==> src/rtl/ex_branch_resolve.sv <==
// ----------------------------------------------------------------------------
// ex_branch_resolve
//
// Execute-stage branch/jump resolution. This block checks the instruction in E
// against the prediction that decode made for it. On a misprediction, or on any
// JALR, it raises fail_predict and supplies the corrected fetch PC. It also owns
// the 4-entry 2-bit predictor table that decode reads, and two saturating
// statistics counters.
//
// Ports
//   CLK, RST                  clock, synchronous active-high reset
//   branch_numberE [1:0]      predictor entry that the E branch updates
//   pcEj [12:0]               PC of the E instruction
//   reg_data1Ej/2Ej [31:0]    rs1 / rs2 operands
//   immEj [12:0]              branch/jump immediate (already 13-bit)
//   jump_codeEj [1:0]         01 JAL, 10 JALR, others none
//   branch_codeEj [2:0]       001..110 BEQ,BNE,BLT,BGE,BLTU,BGEU, others none
//   stateEj [1:0]             counter snapshot from decode, bit 1 = predicted
//   pred_index [1:0]          decode-side table read index
//   pred_state [1:0]          table read, with same-cycle update bypass
//   fail_predict              redirect request (mispredict or JALR)
//   redirect_pc [12:0]        corrected fetch PC when fail_predict=1
//   link_pc [12:0]            pcEj+4, writeback value for JAL/JALR
//   branch_count [15:0]       resolved conditional branches, saturating
//   mispredict_count [15:0]   fail_predict events, saturating
// ----------------------------------------------------------------------------
module ex_branch_resolve (
   input  logic        CLK,
   input  logic        RST,
   input  logic [1:0]  branch_numberE,
   input  logic [12:0] pcEj,
   input  logic [31:0] reg_data1Ej,
   input  logic [31:0] reg_data2Ej,
   input  logic [12:0] immEj,
   input  logic [1:0]  jump_codeEj,
   input  logic [2:0]  branch_codeEj,
   input  logic [1:0]  stateEj,
   input  logic [1:0]  pred_index,
   output logic [1:0]  pred_state,
   output logic        fail_predict,
   output logic [12:0] redirect_pc,
   output logic [12:0] link_pc,
   output logic [15:0] branch_count,
   output logic [15:0] mispredict_count
);

   logic        branch_valid;
   logic        is_jalr;
   logic        taken;
   logic [12:0] branch_target;
   logic [12:0] fallthrough;
   logic [12:0] jalr_target;
   logic [1:0]  cur_entry;
   logic [1:0]  upd_val;

   logic [1:0]  table_q [4];
   logic [1:0]  table_d [4];
   logic [15:0] branch_count_q, branch_count_d;
   logic [15:0] mispredict_count_q, mispredict_count_d;

   // A legal branch code wins over any jump code in the same instruction.
   assign branch_valid = (branch_codeEj != 3'b000) && (branch_codeEj != 3'b111);
   assign is_jalr      = !branch_valid && (jump_codeEj == 2'b10);

   assign branch_target = pcEj + immEj;
   assign fallthrough   = pcEj + 13'd4;
   assign jalr_target   = (reg_data1Ej[12:0] + immEj) & ~13'd1;
   assign link_pc       = fallthrough;

   always_comb begin
      taken = 1'b0;
      case (branch_codeEj)
         3'b001:  taken = (reg_data1Ej == reg_data2Ej);
         3'b010:  taken = (reg_data1Ej != reg_data2Ej);
         3'b011:  taken = ($signed(reg_data1Ej) <  $signed(reg_data2Ej));
         3'b100:  taken = ($signed(reg_data1Ej) >= $signed(reg_data2Ej));
         3'b101:  taken = (reg_data1Ej <  reg_data2Ej);
         3'b110:  taken = (reg_data1Ej >= reg_data2Ej);
         default: taken = 1'b0;
      endcase
   end

   always_comb begin
      fail_predict = 1'b0;
      redirect_pc  = 13'd0;
      if (branch_valid) begin
         fail_predict = taken ^ stateEj[1];
         redirect_pc  = taken ? branch_target : fallthrough;
      end else if (is_jalr) begin
         // JAL was already redirected in decode; only JALR needs it here.
         fail_predict = 1'b1;
         redirect_pc  = jalr_target;
      end
   end

   // Update is based on the live table entry, not the decode snapshot, so
   // back-to-back branches to one entry each see the previous update.
   assign cur_entry = table_q[branch_numberE];

   always_comb begin
      if (taken) upd_val = (cur_entry == 2'b11) ? 2'b11 : cur_entry + 2'b01;
      else       upd_val = (cur_entry == 2'b00) ? 2'b00 : cur_entry - 2'b01;
   end

   genvar gi;
   generate
      for (gi = 0; gi < 4; gi++) begin : g_entry
         assign table_d[gi] = (branch_valid && (branch_numberE == 2'(gi))) ? upd_val : table_q[gi];

         always_ff @(posedge CLK) begin
            if (RST) table_q[gi] <= 2'b01;
            else     table_q[gi] <= table_d[gi];
         end
      end
   endgenerate

   // Decode sees the post-update value when it reads the entry being written.
   assign pred_state = table_d[pred_index];

   assign branch_count_d = (branch_valid && (branch_count_q != 16'hFFFF))
                           ? branch_count_q + 16'd1 : branch_count_q;
   assign mispredict_count_d = (fail_predict && (mispredict_count_q != 16'hFFFF))
                               ? mispredict_count_q + 16'd1 : mispredict_count_q;

   always_ff @(posedge CLK) begin
      if (RST) begin
         branch_count_q     <= 16'd0;
         mispredict_count_q <= 16'd0;
      end else begin
         branch_count_q     <= branch_count_d;
         mispredict_count_q <= mispredict_count_d;
      end
   end

   assign branch_count     = branch_count_q;
   assign mispredict_count = mispredict_count_q;

endmodule

==> config.mk <==
export PLATFORM = sky130hd
export DESIGN_NAME = ex_branch_resolve
export DESIGN_NICKNAME = d
export VERILOG_FILES = /design/src/rtl/ex_branch_resolve.sv
export SDC_FILE = /design/constraint.sdc
export NUM_CORES = 1
export LEC_CHECK = 0
export BUFFER_PORTS_ARGS = -buffer_cell sky130_fd_sc_hd__buf_2
export CAP_MARGIN = 10
export CORE_MARGIN = 3
export CORE_UTILIZATION = 46
export CTS_CLUSTER_SIZE = 40
export DETAILED_ROUTE_END_ITERATION = 16
export PLACE_DENSITY = 0.79
export SLEW_MARGIN = 20
export SYNTH_ARGS = -nofsm -noshare
export SYNTH_HDL_FRONTEND = slang
export SYNTH_SLANG_ARGS = --single-unit
==> constraint.sdc <==
create_clock -name CLK -period 3.73 [get_ports CLK]
set_input_delay 0.5595 -clock CLK [delete_from_list [all_inputs] [get_ports CLK]]
set_output_delay 0.5595 -clock CLK [all_outputs]
set_load 0.02 [all_outputs]
### Word level (Yosys, flattened, before mapping)

Memory sizes are Yosys's and may differ from the RTL's.
Index checks and enable logic that the tools add are counted.
W data, S select, Z words.

| word-level totals | value |
|---|---|
| register bits | 32 |
| word-level logic and storage cells | 72 |
| bits in writable memories | 8 |
| output and inout bits | 61 |
| bits of input ports | 103 |
| memories | 1 |

Memories:

| name | depth | bits a word | rd ports | clocked after memory_dff | wr ports | line | source |
|---|---|---|---|---|---|---|---|
| table_q | 4 | 2 | 5 | 0 | 4 | 56 | `logic [1:0] table_q [4];` |

| operators by class | value |
|---|---|
| muxes and demuxes | 23 |
| eq/ne operators | 16 |
| bitwise operators | 6 |
| reductions and logical operators | 12 |
| add/subtract/negate cells | 7 |
| $lt $le $gt $ge | 5 |

Operators by type and width:

| operator | count |
|---|---|
| $ge A32 B32 Y1 | 2 |
| $lt A32 B32 Y1 | 2 |
| $mux W13 | 3 |
| $add A16 B1 Y16 const B | 2 |
| $eq A32 B32 Y1 | 1 |
| $ne A16 B16 Y1 const B | 2 |
| $ne A32 B32 Y1 | 1 |
| $add A13 B13 Y13 | 2 |
| $mux W2 | 13 |
| $add A13 B3 Y13 const B | 1 |
| $eq A3 B3 Y1 const B | 3 |
| $eq A2 B2 Y1 const B | 4 |
| $logic_and A1 B1 Y1 | 8 |
| $eq A3 B2 Y1 const B | 2 |
| $pmux W1 S6 | 1 |
| $mux W1 | 5 |
| $bmux W2 S2 | 1 |
| $logic_not A2 Y1 | 2 |
| $or A1 B1 Y1 | 4 |
| $eq A3 B1 Y1 const B | 1 |
| $ge A3 B3 Y1 const B | 1 |
| $ne A3 B3 Y1 const B | 1 |
| $not A2 Y3 | 1 |
| $reduce_bool A3 Y1 | 1 |
| 5 further kinds | 5 |

### Depth between registers and ports, before layout

Gate-level depths: netlist of run 1.
An unclocked memory read counts as a cell.

| logic depth | value |
|---|---|
| depth in word-level cells | 8 |
| depth in mapped cells | 13 |
| gate-level depth less buffers | 13 |

### Worst setup path before layout of run 1

No wires, ideal clock.

| path | value |
|---|---|
| path type | input-to-output |
| start | input port reg_data2Ej[7] |
| end | output port pred_state[1] |
| buffers on the path | 0 |
| arrival time | 3503 ps |
| data required time | 3171 ps |
| cell stages on the path | 12 |
| setup slack | -332 ps |
| cell sequence | inv_1 > ha_1 > nand4_1 > a211oi_1 > o311a_1 > a2111oi_4 > a311o_1 > o22ai_2 > a21boi_4 > maj3_2 > mux2_2 > mux4_2 |

| between the ends | value |
|---|---|
| word-level cells in the longest chain between the ends | 7 |
| elaborated cells on any way between the ends | 15 |
| those cells by class | order compare: 4; eq/ne: 2; mux: 9 |

RTL lines:

| element | line | source |
|---|---|---|
| start, declared | 33 | `input logic [31:0] reg_data2Ej,` |
| $ge A32 B32 Y1 (tied with other cells) | 78 | `3'b110: taken = (reg_data1Ej >= reg_data2Ej);` |
| $pmux W1 S6 (*) | 72 | `case (branch_codeEj)` |
| $mux W2 (*) | 101 | `if (taken) upd_val = (cur_entry == 2'b11) ? 2'b11 : cur_entry + 2'b01;` |
| $mux W2 | 108 | `assign table_d[gi] = (branch_valid && (branch_numberE == 2'(gi))) ? upd_val : table_q[gi];` |
| $bmux W2 S2 (*) | 118 | `assign pred_state = table_d[pred_index];` |
| $mux W2 (not written as such) (*) (2 in a row) | 118 |  |
| end, declared | 39 | `output logic [1:0] pred_state,` |

Mark *: on every way between the ends. The rest lies on a longest branch, timed or not. The select of a mux whose other input is x is not followed.

### Final worst setup path of run 1

| path | value |
|---|---|
| start | input port reg_data1Ej[2] |
| end | output port pred_state[1] |

| between the ends | value |
|---|---|
| word-level cells in the longest chain between the ends | 7 |
| elaborated cells on any way between the ends | 15 |
| those cells by class | order compare: 4; eq/ne: 2; mux: 9 |

RTL lines:

| element | line | source |
|---|---|---|
| start, declared | 32 | `input logic [31:0] reg_data1Ej,` |
| $ge A32 B32 Y1 (tied with other cells) | 78 |  |
| $pmux W1 S6 (*) | 72 |  |
| $mux W2 (*) | 101 |  |
| $mux W2 | 108 |  |
| $bmux W2 S2 (*) | 118 |  |
| $mux W2 (not written as such) (*) (2 in a row) | 118 |  |

Marked as above.

==> results, run 1 <==
- For this run, the total global-route usage over all layers was measured as 0.245.
- For this design the static power due to leakage is 3.04 nW.
- Signal routing reaches up to met4.
- The TritonCTS clock tree is built.
- The root buffer cell chosen for the clock tree is clkbuf_8.
- The clock tree synthesis step divided the H-tree into 2 levels.
- Total power for the finished layout comes to 1.69 mW.
- Leaving out filler cells and counting taps, the final layout contains 850.
- In this run the mean area of a mapped cell was 8.08 um^2.
- The sum of routed wire segments on met1 is 5400 um.
- The worst setup path is captured at an output port.
- Entering global routing, the biggest net connects 51 pins.
- The first-pass GRT wire length is 20,900 um.
- The placed instances occupy a cell area of 5660 um^2.
- The clock reaches the later pin of the worst-skew pair after 0.30 ns.
- The top-level I/O count is 164.
- The overall die area is 10,600 um^2.
- The biggest cell delay along the critical path is 0.49 ns.
- The top achievable clock speed is 233 MHz.
- The kind of cell with the highest combined delay along the critical path is compound AO/OA/AOI/OAI gates.
- The count of yosys warnings during synthesis is 0.
- The setup path with the least slack is of type in2out.
- The routability congestion estimate is 0.961.
- For this block, the via count after detailed routing is 4,847.
- The critical path depth in cells is 13.
- The count of port buffers added during placement is 162.
- The final global-route overflow total is 0.
- The worst hold path begins at branch_count[9]$_SDFFE_PP0P_.
- The clock net in this run drives a total of 40 sinks.
- The antenna violation net count after detailed routing is 0.
- Before antenna repair, the detailed router went through 5 iterations.
- The hold violation count in the final report came to 0.
- The checks that failed: negative setup slack.
- The core area is 8930 um^2.
- STA puts the critical path data arrival time at 3.74 ns.
- Synthesis produced 535 cells.
- The end of the worst hold path is branch_count[9]$_SDFFE_PP0P_.
- The source of the worst register-to-register timing path is mispredict_count[6]$_SDFFE_PP0P_.
- The number of global-route vias before repair was 4,795.
- The cell count of the worst hold path is 2.
- The remaining max-slew budget at the tightest pin is 0.363.
- The initial antenna violation count was 0.
- In the synthesized netlist the async set-or-reset flop fraction comes to 0.
- Compared with the post-synthesis result, the final layout area differs by 48.3%.
- The antenna diode instance count is 0.
- In the final routed layout, each cell accounts on average for 16.8 um.
- The clock-pin slew on the worst setup and hold paths is 0.08 ns.
- Hold is met by 0.530 ns.
- The worst register-to-register path ends at mispredict_count[8]$_SDFFE_PP0P_.
- The number of violations of the max-capacitance limit is 0.
- Buffers inserted during clock tree synthesis total 5.
- The post-synthesis cell area is 4320 um^2.
- The number of nets in the synthesized netlist is 698.
- The total negative slack is -6.39 ns.
- The floorplan step set the die height to 103 um.
- The final max-slew violation count is 0.
- Counting flops with a built-in enable in the synthesized netlist gives 0.
- The flow ran to the end, but the final reports show violations.
- The initial utilization of the core area, before any placement, comes to 0.484.
- The sum of met2 wire segment lengths after detailed routing is 7530 um.
- The share of the yosys chip area belonging to registers is 0.185.
- The register-to-register setup slack is 1.10 ns.
- The total buffers and inverters traversed by the critical path is 2.
- The hold-fix buffer count after cts is 0.
- The total wire length after detailed routing is 14,300 um.
- The fraction of final layout cells sized beyond drive strength 1 is 0.431.
- Dividing total power by cell area gives a power density of 264 nW/um^2.
- Counting cells, the worst reg-to-reg path comes to 7.
- Setup repair after global routing could not meet its margin everywhere.
- The most used flip-flop cell after synthesis is dfxtp_1.
- In the routed design, unresolved DRC markers number 0.
- The post-placement cell count is 832.
- For the pin with the worst max-slew slack, the measured transition is 0.931 ns.
- The sum of net half-perimeters after detailed placement is 10,600 um.
- The signal on the critical path passes through buf_2 -> ha_1 -> nand2_2 -> a211oi_2 -> o311a_1 -> a2111oi_4 -> a311o_1 -> o22ai_2 -> a21boi_4 -> maj3_2 -> mux2_4 -> mux4_2 -> buf_6.
- The number of distinct standard cells referenced by the synthesized netlist is 60.
- After detailed routing, the number of vias per cell comes to 5.70.
- After the first detailed-routing iteration, the DRC count stood at 181.
- The category of the worst setup path launch point is an input pin.
- The slowest stage of the critical path is the mux4_2 cell.
- VDD sags by at most 0.323 mV.
- The required time of the worst setup path is 3.17 ns.
- The floorplan step set the die width to 103 um.
- The maximum clock insertion buffer count is 2.
- The number of cell rows is 34.
- The maximum fanout along the worst path is 6.
- The worst setup margin is -0.567 ns.
- The smallest clock period supported by the final layout is computed as 4.30 ns.
- In the detailed route, the total length drawn on met3 is 903 um.
- In this run, synthesis produced a sequential element count of 40.
- The worst-case clock skew is 0.0106 ns.
- Setup violations remaining at the end of the flow were counted as 17.
- In this run the worst hold path is classified as reg2reg.
- The finished cells cover 6410 um^2.
- In the finished design, the share of the clock period the worst path needs comes to 1.15.
- In the final design database the tool counted 904 nets.
-- worst reg2reg max path: stages (launching register included) --
cell and delay [ns]:
dfxtp_1 0.45, and3_1 0.29, and3_1 0.27, nand3_1 0.15
nor3_1 0.67, nor2_1 0.20, nand4_1 0.17, mux2_2 0.34
-- final cells by class --
class,count,area [um^2]
well taps,108,135
flip-flops and latches,40,801
inverters,50,210
fillers,671,2530
multi-input cells,434,3730
clock inverters,3,46.3
repair buffers,210,1420
clock buffers,5,68.8
-- routing by layer --
metal  GRT usage  vias up
met5           0        -
met4       0.115        0
met3      0.0406       53
met2       0.457      201
met1       0.268     2252
li1            -     2341
-- placed cells by master (no fill, tap or decap), types with 13 or more instances in the layout --
master     n
a21oi_1   28
buf_4     38
ha_1      45
xor2_1    20
buf_6     31
ha_4      13
nor2_1    47
nand4_1   13
nand3_1   18
inv_1     40
nor2b_1   14
buf_2    135
dfxtp_1   40
nand2_1   31
xnor2_1   25
-- sequential cells by signal, summed over array words and instances, names as in the netlist --
name              flops
mispredict_count     16
branch_count         16
table_q               8
-- synth_stat cells (3+ instances only) --
master,count,share of area
a211oi_1,4,0.0070
a21o_1,6,0.010
a21oi_1,39,0.045
a31o_2,7,0.014
a31oi_1,4,0.0058
and2_1,4,0.0058
and3_1,10,0.014
and4_1,3,0.0061
buf_2,3,0.0035
clkbuf_1,6,0.0052
dfxtp_1,40,0.19
ha_1,58,0.17
inv_1,50,0.043
mux2_2,12,0.031
mux2i_1,12,0.028
mux4_2,4,0.021
nand2_1,35,0.030
nand2b_1,11,0.016
nand3_1,21,0.024
nand4_1,13,0.019
nor2_1,47,0.041
nor2b_1,14,0.020
nor3_1,12,0.014
o21ai_0,13,0.015
o22ai_1,9,0.013
or2_2,6,0.0087
or3_1,4,0.0058
xnor2_1,25,0.051
xor2_1,20,0.041
-- worst max-delay path by stage --
| stage | end | slack, ns | from |
|---|---|---|---|
| 2_1_floorplan | pred_state[1] | -0.15 | reg_data2Ej[2] |
| 3_3_place_gp | pred_state[1] | -0.50 | reg_data2Ej[6] |
| 3_5_place_dp | pred_state[1] | -0.61 | reg_data2Ej[5] |
| 4_1_cts | pred_state[1] | -0.54 | reg_data1Ej[5] |
| 5_1_grt | pred_state[1] | -0.70 | reg_data1Ej[19] |
| 6_report | pred_state[1] | -0.57 | reg_data1Ej[2] |
-- logic make-up (layout without fill, tap and decap cells) --
kind of cell             Yosys count  after routing  synth area share
flip-flops                        40             40             0.185
buffers and inverters             61            268            0.0556
AND/OR/NAND/NOR                  189            189             0.225
AO/OA/AOI/OAI                    110            110             0.180
adder cells (fa/ha/maj)           62             62             0.182
multiplexers                      28             28            0.0799
XOR/XNOR                          45             45            0.0912
-- power by group --
group	internal, mW	leakage (nW)	switching, mW
Sequential	0.441	0.324	0.0122
Combinational	0.432	2.66	0.449
Clock	0.201	0.0548	0.158
Total	1.07	3.04	0.620
-- what timing repair did --
item                                    CTS  global route
endpoints found under the setup margin   16            23
pin swaps                                 8            15
gates cloned                              1             0
hold endpoints to repair                  0             0
setup buffers                             5             4
resized for setup                        45            75
-- through the flow --
stage	worst slack (ns)	util
detailed placement	-0.614	0.633
global placement	-0.497	0.633
CTS	-0.541	0.674
global route	-0.704	0.717
floorplan	-0.152	-
finish	-0.567	0.717
(Power assumes the default switching activity.)
==> inputs of run 2 (changes only) <==
--- a/config.mk
+++ b/config.mk
@@ -7,11 +7,13 @@
 export LEC_CHECK = 0
 export BUFFER_PORTS_ARGS = -buffer_cell sky130_fd_sc_hd__buf_2
 export CAP_MARGIN = 10
+export CORE_ASPECT_RATIO = 1.4
 export CORE_MARGIN = 3
 export CORE_UTILIZATION = 46
 export CTS_CLUSTER_SIZE = 40
 export DETAILED_ROUTE_END_ITERATION = 16
 export PLACE_DENSITY = 0.79
+export RECOVER_POWER = 25
 export SLEW_MARGIN = 20
 export SYNTH_ARGS = -nofsm -noshare
 export SYNTH_HDL_FRONTEND = slang
==> run 2 against run 1 <==
  * The flow still finishes with violations (negative setup slack)
  * Cell area down 1.4%
  * Maximum frequency rose by 1.9%
  * First-iteration DRC count is 24% lower
  * Combinational power is 4.8% lower
  * Largest cell class unchanged
  * Largest power group unchanged
  * Highest routed layer unchanged
==> results, run 2 (synthesized netlist as in run 1, its figures left out) <==
- Traced cell by cell, the critical path runs through buf_4 -> ha_4 -> nand4_1 -> nor3_1 -> nand3_2 -> buf_6 -> and4b_1 -> a311o_1 -> o22ai_2 -> a21boi_4 -> buf_4 -> buf_6 -> buf_12 -> mux2i_2 -> o22ai_2 -> buf_6.
- The flow ran to the end, but the final reports show violations.
- The total wire length after detailed routing is 13,500 um.
- The worst-case clock skew is 0.00783 ns.
- In this run the tool buffered the top-level ports with 162 buffer cells.
- Counting both buffers and inverters, the worst setup path holds a total of 6.
- The initial detailed-routing violation count is 138.
- The biggest cell delay along the critical path is 0.41 ns.
- The core region is 9080 um^2.
- For this configuration, the core starts out at a cell density of 0.476.
- Across all setup checks in the final design, the least slack found is -0.488 ns.
- The final reports fail on negative setup slack.
- The top-level I/O count is 164.
- The relative area change from synthesis to final layout is 46.2%.
- The antenna violation net count after detailed routing is 0.
- The library cell used most frequently in the layout, excluding fill and tap cells, is buf_2.
- The antenna diode instance count is 0.
- Across the VDD grid, the largest voltage drop is 0.361 mV.
- The final net count is 906.
- The TritonCTS clock tree is built.
- The worst slack on hold paths is 0.521 ns.
- Clock tree synthesis inserted a total of 5 buffers.
- Of the cells placed in the final design, the portion with a size suffix greater than 1 is 0.390.
- The path category of the worst min-delay check is reg2reg.
- The width of the die is 87.9 um.
- The cell family contributing the most delay on the critical path is simple AND/OR/NAND/NOR gates.
- The required time of the worst setup path is 3.17 ns.
- In this run the clock root is driven by a clkbuf_16.
- The first global-routing pass estimated 20,600 um of wire.
- The final max-slew violation count is 0.
- The final global-route overflow total is 0.
- The detail-routed via count per cell is 5.59.
- The die height is 121 um.
- The slowest stage of the critical path is the nor3_1 cell.
- The detail-routed net length per standard cell is 15.8 um.
- The DRC violation count after routing is 0.
- The type of the worst setup path is in2out.
- The maximum clock insertion buffer count is 2.
- The amount of wire on met3 after detailed routing is 860 um.
- The tool flagged a number of max-cap violations equal to 0.
- The category of the worst setup path launch point is an input pin.
- In the layout the commonest cells are buf_2, nor2_1, buf_4, ha_1, inv_1.
- The number of global-route vias before repair is 4,771.
- The uppermost layer routed is met4.
- The post-placement cell count is 831.
- The count of non-filler cells in the finished layout is 851.
- Clock tree synthesis found a total of 40 sinks.
- For this block, wires on met1 add up to 4980 um.
- For the pin with the worst max-slew slack, the measured transition is 0.860 ns.
- For this design the ratio of total power to cell area is 281 nW/um^2.
- The sum of met2 wire segment lengths after detailed routing is 7360 um.
- The initial antenna violation count is 0.
- After layout, the minimum clock period comes to 4.22 ns.
- The floorplan has 41 rows.
- The share of the cycle needed by the critical path after routing is 1.13.
- The largest net degree at the start of global routing is 51.
- Clock latency on the worst-skew pair, taken at its later pin, is 0.29 ns.
- At the worst endpoint, the arrival time is 3.66 ns.
- Across all layers, the routed design uses 4,760 vias.
- Setup repair after global routing could not meet its margin everywhere.
- The H-tree level count is 2.
- The most prevalent standard cell on the critical path is buf_6.
- The hold violation count in the final report is 0.
- Clock-pin slew was measured on the worst setup and hold paths at 0.05 ns.
- Based on the critical path, the design can be clocked at up to 237 MHz.
- The overall die area is 10,600 um^2.
- For this run, the total global-route usage over all layers was measured as 0.238.
- The filler cells instantiated in the layout total 710.
- For this design the static power due to leakage is 2.97 nW.
- Setup violations remaining at the end of the flow were counted as 16.
- The worst pin sits at a relative slew slack of 0.412.
- The sum of net half-perimeters after detailed placement is 10,500 um.
- The maximum fanout along the worst path is 6.
- The routability congestion estimate is 0.885.
- The first TritonRoute pass finished after 4 iterations.
- STA classifies the critical path endpoint as an output port.
==> run 2: changes by cell type in the layout (fill, tap and decap cells not counted), moves of 5 or more <==
cell / previous run / this run
clkbuf_1: 0 / 20
a21oi_1: 28 / 37
buf_6: 31 / 16
a21oi_2: 11 / 2
clkbuf_16: 0 / 6
buf_4: 38 / 47
buf_2: 135 / 123
clkbuf_8: 5 / 0
==> run 2: worst reg2reg max path, stage by stage (launching register included) <==
cell	delay, ns
dfxtp_1	0.33
and3_1	0.22
nand3_1	0.13
nor3_1	0.08
a31oi_1	0.48
and4_1	0.34
nand2b_1	0.16
nor3_1	0.28
nand3_1	0.13
xor2_1	0.14
nor2_1	0.05
==> run 2: metrics by stage <==
step | worst slack [ns] | TNS [ns] | area [um^2] | power, mW | utilization
global placement | -0.502 | -7.07 | 5660 | 1.14 | 0.623
global route | -0.718 | -10.74 | 6320 | 1.87 | 0.696
finish | -0.488 | -5.74 | 6320 | 1.77 | 0.696
CTS | -0.516 | -5.26 | 6080 | 1.69 | 0.670
detailed placement | -0.549 | -7.55 | 5660 | 1.16 | 0.623
floorplan | -0.152 | -0.296 | 4480 | 0.916 | -
==> run 2: area by class of cell <==
class | count | area, um^2 | area share
flip-flops and latches | 40 | 801 | 0.127
multi-input cells | 434 | 3670 | 0.581
repair buffers | 212 | 1340 | 0.212
clock inverters | 2 | 35.0 | 0.00555
clock buffers | 6 | 129 | 0.0204
well taps | 107 | 134 | 0.0212
inverters | 50 | 208 | 0.0329
==> run 2: final timing paths <==
path                                              startpoint                            end  slack [ns]  cells after the start
worst max-delay path                          reg_data1Ej[6]                 redirect_pc[5]       -0.49                     16
worst min-delay path            branch_count[9]$_SDFFE_PP0P_   branch_count[9]$_SDFFE_PP0P_        0.52                      2
worst max register to register  branch_count[9]$_SDFFE_PP0P_  branch_count[15]$_SDFFE_PP0P_        1.24                     10
worst min register to register  branch_count[9]$_SDFFE_PP0P_   branch_count[9]$_SDFFE_PP0P_        0.52                      2
==> run 2: routing by layer <==
| layer | up-vias | GRT usage |
|---|---|---|
| li1 | 2346 | - |
| met4 | 0 | 0.0883 |
| met2 | 166 | 0.457 |
| met3 | 23 | 0.0525 |
| met1 | 2225 | 0.242 |
| met5 | - | 0 |
==> run 2: repair_timing <==
action,CTS,global route
resized for setup,42,45
endpoints found under the hold margin,0,0
buffers inserted,6,5
cloned,0,1
pin swaps,7,10
hold buffers,0,0
endpoints found under the setup margin,17,24
==> run 2: report_power, final <==
group	switching, mW	internal [mW]
sequential	0.0116	0.441
combinational	0.429	0.410
clock	0.165	0.314
